==> config.mk <==
export PLATFORM = sky130hd
export DESIGN_NAME = bus_term_fifo
export DESIGN_NICKNAME = d
export VERILOG_FILES = /design/src/rtl/bus_term_fifo.sv
export SDC_FILE = /design/constraint.sdc
export NUM_CORES = 1
export LEC_CHECK = 0
export ABC_AREA = 1
export CORE_MARGIN = 5
export CORE_UTILIZATION = 50
export CTS_CLUSTER_SIZE = 16
export DETAILED_ROUTE_END_ITERATION = 6
export PLACE_DENSITY = 0.67
export SYNTH_ARGS = -nofsm -noshare
export SYNTH_HDL_FRONTEND = slang
export SYNTH_SLANG_ARGS = --single-unit
==> constraint.sdc <==
create_clock -name clk -period 10.6 [get_ports clk]
set_clock_uncertainty 0.2 [all_clocks]
set_input_delay 2.12 -clock clk [delete_from_list [all_inputs] [get_ports clk]]
set_output_delay 2.12 -clock clk [all_outputs]
set_load 0.02 [all_outputs]
==> src/rtl/bus_term_fifo.sv <==
// Per-terminal bus interface: TX FIFO feeding the bus arbiter and an ID-filtered RX FIFO for the host.
// Both queues are first-word fall-through with zero-latency visibility of a freshly written head.

module bus_term_fifo_buf #(
  parameter int W     = 32,
  parameter int DEPTH = 16
) (
  input  logic                       clk,
  input  logic                       reset,
  input  logic                       wr_i,
  input  logic [W-1:0]               wdata_i,
  input  logic                       rd_i,
  output logic [W-1:0]               rdata_o,
  output logic [$clog2(DEPTH+1)-1:0] count_o,
  output logic                       drop_o
);

  localparam int AW = $clog2(DEPTH);
  localparam int CW = $clog2(DEPTH+1);

  logic [W-1:0]  mem_q [DEPTH];
  logic [AW-1:0] wptr_q, wptr_d;
  logic [AW-1:0] rptr_q, rptr_d;
  logic [CW-1:0] count_q, count_d;
  logic          empty, full;
  logic          do_wr, do_rd;

  assign empty = (count_q == '0);
  assign full  = (count_q == CW'(DEPTH));

  // A read frees the slot in the same cycle, so a write while full is taken when paired with a read.
  always_comb begin
    do_rd   = rd_i & ~empty;
    do_wr   = wr_i & (~full | rd_i);
    drop_o  = wr_i & full & ~rd_i;
    wptr_d  = wptr_q;
    rptr_d  = rptr_q;
    count_d = count_q;
    if (do_wr) wptr_d = wptr_q + AW'(1);
    if (do_rd) rptr_d = rptr_q + AW'(1);
    case ({do_wr, do_rd})
      2'b10:   count_d = count_q + CW'(1);
      2'b01:   count_d = count_q - CW'(1);
      default: count_d = count_q;
    endcase
  end

  always_ff @(posedge clk) begin
    if (reset) begin
      wptr_q  <= '0;
      rptr_q  <= '0;
      count_q <= '0;
    end else begin
      wptr_q  <= wptr_d;
      rptr_q  <= rptr_d;
      count_q <= count_d;
    end
  end

  always_ff @(posedge clk) begin
    if (!reset && do_wr) mem_q[wptr_q] <= wdata_i;
  end

  assign rdata_o = empty ? '0 : mem_q[rptr_q];
  assign count_o = count_q;

endmodule

module bus_term_fifo #(
  parameter int         pckg_sz   = 32,
  parameter int         depth     = 16,
  parameter logic [7:0] term_id   = 8'd0,
  parameter logic [7:0] broadcast = 8'hFF
) (
  input  logic                       clk,
  input  logic                       reset,
  input  logic                       tx_wr,
  input  logic [pckg_sz-1:0]         tx_data,
  output logic                       tx_full,
  output logic [$clog2(depth+1)-1:0] tx_count,
  output logic                       tx_ovf,
  output logic                       pndng,
  output logic [pckg_sz-1:0]         D_pop,
  input  logic                       pop,
  input  logic                       push,
  input  logic [pckg_sz-1:0]         D_push,
  output logic                       rx_valid,
  output logic [pckg_sz-1:0]         rx_data,
  input  logic                       rx_rd,
  output logic                       rx_ovf,
  output logic                       id_err
);

  localparam int CW = $clog2(depth+1);

  logic [CW-1:0] tx_cnt, rx_cnt;
  logic          tx_drop, rx_drop;
  logic [7:0]    rx_id;
  logic          rx_accept, rx_reject;
  logic          tx_ovf_q, tx_ovf_d;
  logic          rx_ovf_q, rx_ovf_d;
  logic          id_err_q, id_err_d;

  bus_term_fifo_buf #(
    .W     (pckg_sz),
    .DEPTH (depth)
  ) u_tx (
    .clk     (clk),
    .reset   (reset),
    .wr_i    (tx_wr),
    .wdata_i (tx_data),
    .rd_i    (pop),
    .rdata_o (D_pop),
    .count_o (tx_cnt),
    .drop_o  (tx_drop)
  );

  assign rx_id     = D_push[pckg_sz-1 -: 8];
  assign rx_accept = push & ((rx_id == term_id) | (rx_id == broadcast));
  assign rx_reject = push & ~rx_accept;

  bus_term_fifo_buf #(
    .W     (pckg_sz),
    .DEPTH (depth)
  ) u_rx (
    .clk     (clk),
    .reset   (reset),
    .wr_i    (rx_accept),
    .wdata_i (D_push),
    .rd_i    (rx_rd),
    .rdata_o (rx_data),
    .count_o (rx_cnt),
    .drop_o  (rx_drop)
  );

  always_comb begin
    tx_ovf_d = tx_ovf_q | tx_drop;
    rx_ovf_d = rx_ovf_q | rx_drop;
    id_err_d = id_err_q | rx_reject;
  end

  always_ff @(posedge clk) begin
    if (reset) begin
      tx_ovf_q <= 1'b0;
      rx_ovf_q <= 1'b0;
      id_err_q <= 1'b0;
    end else begin
      tx_ovf_q <= tx_ovf_d;
      rx_ovf_q <= rx_ovf_d;
      id_err_q <= id_err_d;
    end
  end

  assign tx_count = tx_cnt;
  assign tx_full  = (tx_cnt == CW'(depth));
  assign pndng    = (tx_cnt != '0);
  assign rx_valid = (rx_cnt != '0);
  assign tx_ovf   = tx_ovf_q;
  assign rx_ovf   = rx_ovf_q;
  assign id_err   = id_err_q;

endmodule
==> results.yml <==
worst_setup_path:
  worst_path_max_delay_cell: "dfxtp_4"
  cpLargestDelayFamily: "buffers and inverters"
  required_ps: 8280
  worst_r2r_path_depth: 7
  cp-start-kind: "flip-flop"
  cp.buffers_inverters: 3
  critPathKind: "flip-flop to output port"
  crit_fanout: 87
  path_cells: "inv_4, buf_4, nand3_1, nand3_1, nand2_1, nand2_1, a21oi_1, clkdlybuf4s50_1"
  cp.arrival_ps: 4340
  path_depth: 8
  crit_path_end_kind: "output port"
  cp_slowest_stage_delay_ps: 910
route:
  vias: 28000
  drt_wl_total_mm: 106
  ant_nets: 0
  viasPerCell: 5.59
  drc: 0
  drt_iter0_drc: 3119
  wl_per_cell_um: 21.2
  drtPass1Iterations: 5
synthesis:
  async_reset_ff_frac: 0
  syn-cell-area_mm2: 0.0434
  synth_compound_area_frac: 0.0133
  synthTopCellsByCount: "1,341 x nand2_1, 1,024 x edfxtp_1, 784 x nand3_1"
  yosysSeqAreaShare: 0.725
  synth_top_area_share: 0.708
  syn-num-nets: 3765
  synth.area.top_cells: "edfxtp_1 71%, nand2_1 12%, nand3_1 9.0%"
  post_synth_num_cell_types: 33
  synthFlopType: "edfxtp_1"
  synth_top_family_by_area: "simple AND/OR/NAND/NOR gates"
  yosysTopAreaCell: "edfxtp_1"
  synthCells: 3675
  synth.most_common_cell: "nand2_1"
  synth_area_per_cell_um2: 11.8
  synthAdderAreaFrac: 0.00611
  synth-edff-count: 1024
  muxShareOfSynthArea: 0
  ys_seq_elements: 1061
  yosys.area_share.simple: 0.215
  synth_xor_area_frac: 0.00161
  ys_warn_count: 0
timing:
  layout_setup_ws_ps: 3940
  worst_pin_slew_ps: 1160
  relSlewSlack: 0.225
  max_freq_ghz: 0.150
  drv_slew: 0
  rsz0062_at_grt: "no"
  tns_ps: 0
  finalHoldViolCount: 0
  whs_ps: 273
  finalSetupViolations: 0
  final.period_utilization: 0.628
  layout_min_cycle_time_ps: 6660
cells_and_area:
  areaGrowthSynthToFinish_pct: 12.7
  stdcell_count: 5007
  fill_cells: 6956
  final_layout_size_suffix_gt1_frac: 0.0681
  postLayoutCellArea_mm2: 0.0490
  fin_nets: 3852
clocking:
  clkTransAtPathRegs_ps: 60
  h-tree-depth: 3
  cts.repair.resized: 0
  cts_buffers: 108
  hold_buffers: 0
  clk_root_buffer_cell: "clkbuf_16"
  clock-sinks: 1061
  post_cts_buffers: 0
  clk_path_buf_depth: 3
  clock_latency_ps: 670
  cts_tree: "built"
power_and_ir_drop:
  power_density_mw_per_mm2: 241
  combPwrFrac: 0.284
  clkPwrFrac: 0.310
  p_seq_frac: 0.406
  switchingPower_mw: 3.93
  p_int_mw: 7.85
  switching_share: 0.334
  vdd_ir_drop_max_uv: 258
  cellLeakagePower_nw: 17.4
placed_design:
  gp_congestion: 0.736
  pre_cts_slack_ps: 4640
  placed_area_mm2: 0.0455
  io_buffers: 144
  dp_hpwl_mm: 48.9
  placed_cells: 4807
die:
  core_area_mm2: 0.0865
  die-height_um: 305
  rows: 108
  die_area_mm2: 0.0929
  floorplan.initialDensity: 0.502
  ioPinCount: 145
  die_w_um: 305
min_path:
  holdCritPathClass: "flip-flop to flip-flop"
  hold_depth: 2
grt:
  grt_pass1_vias: 26600
  grt_pass1_wl_mm: 160
  antenna_found_initial: 7
  track_usage: 0.222
  grt_overflow: 0
  grt_max_degree: 205
job:
  cap_violations: 0
status:
  status: "completed"
==> flip-flops by register name (all words and copies together), names as in the netlist, named ones only <==
| name | count |
|---|---|
| u_rx.mem_q | 512 |
| u_tx.mem_q | 512 |
| u_rx.count_o | 5 |
| u_tx.count_o | 5 |
| u_rx.rptr_q | 4 |
| u_rx.wptr_q | 4 |
| u_tx.rptr_q | 4 |
| u_tx.wptr_q | 4 |
| id_err | 1 |
| rx_ovf | 1 |
| tx_ovf | 1 |
==> worst reg2reg max path: stages (launching register included) <==
cell	delay (ps)
dfxtp_1	430
nor2_1	90
nand2_1	70
nor2_1	60
inv_1	110
nand4_1	600
nor3_2	280
buf_4	650
==> per-layer routing <==
metal / track usage / vias to the layer above / wire [µm]
met4: 0.0578 / 10 / 2450
li1: - / 13000 / -
met2: 0.360 / 1111 / 50700
met5: 0 / - / 56
met3: 0.0329 / 190 / 8250
met1: 0.321 / 13600 / 44900
==> power by group through the flow <==
| stage | clock [mW] | sequential, mW | combinational (mW) |
|---|---|---|---|
| 2_1_floorplan | 0 | 4.77 | 2.41 |
| 3_3_place_gp | 0 | 4.87 | 3.31 |
| 3_5_place_dp | 0 | 4.87 | 3.34 |
| 4_1_cts | 3.71 | 4.79 | 3.36 |
| 5_1_grt | 3.89 | 4.80 | 3.68 |
| 6_report | 3.65 | 4.79 | 3.35 |
==> placed cells by master (no fill, tap or decap), types with 27 or more instances in the layout <==
cell type        instances
clkbuf_1                27
clkbuf_16              109
dfxtp_1                 29
edfxtp_1              1024
nor2_1                  38
clkinv_1                27
a21oi_1                 80
clkdlybuf4s50_1        144
buf_4                   53
nand2_1               1341
inv_1                   39
nand3_1                784
==> layout make-up <==
class	instances	area, µm²	area share
Inverter	49	199	0.00406
Tap cell	1155	1450	0.0295
Clock inverter	54	512	0.0105
Timing Repair Buffer	200	1900	0.0388
Multi-Input combinational cell	2342	10400	0.213
Clock buffer	144	2940	0.0600
Sequential cell	1061	31500	0.644
Antenna cell	2	5.00	0.000102
==> through the flow <==
step                       util  total power, mW
after floorplan               -             7.18
after global routing      0.566             12.4
after detailed placement  0.526             8.21
after global placement    0.526             8.18
final                     0.566             11.8
after CTS                 0.566             11.9
==> path summary, 6_finish.rpt <==
check	end	slack (ps)	from
min	tx_ovf$_SDFF_PP0_	270	tx_ovf$_SDFF_PP0_
max reg2reg	u_rx.mem_q[10][24]$_DFFE_PP_	7690	u_rx.count_o[0]$_SDFFE_PP0P_
max	rx_data[22]	3940	flip-flop
min reg2reg	tx_ovf$_SDFF_PP0_	270	tx_ovf$_SDFF_PP0_
==> logic make-up after synthesis <==
| logic type | Yosys count |
|---|---|
| buf+inv | 272 |
| simple gates | 2207 |
| flops | 1061 |
| compound gates | 107 |
| fa+ha+maj | 20 |
| xor+xnor | 8 |
Note: power is estimated with default switching activity, not from simulation.
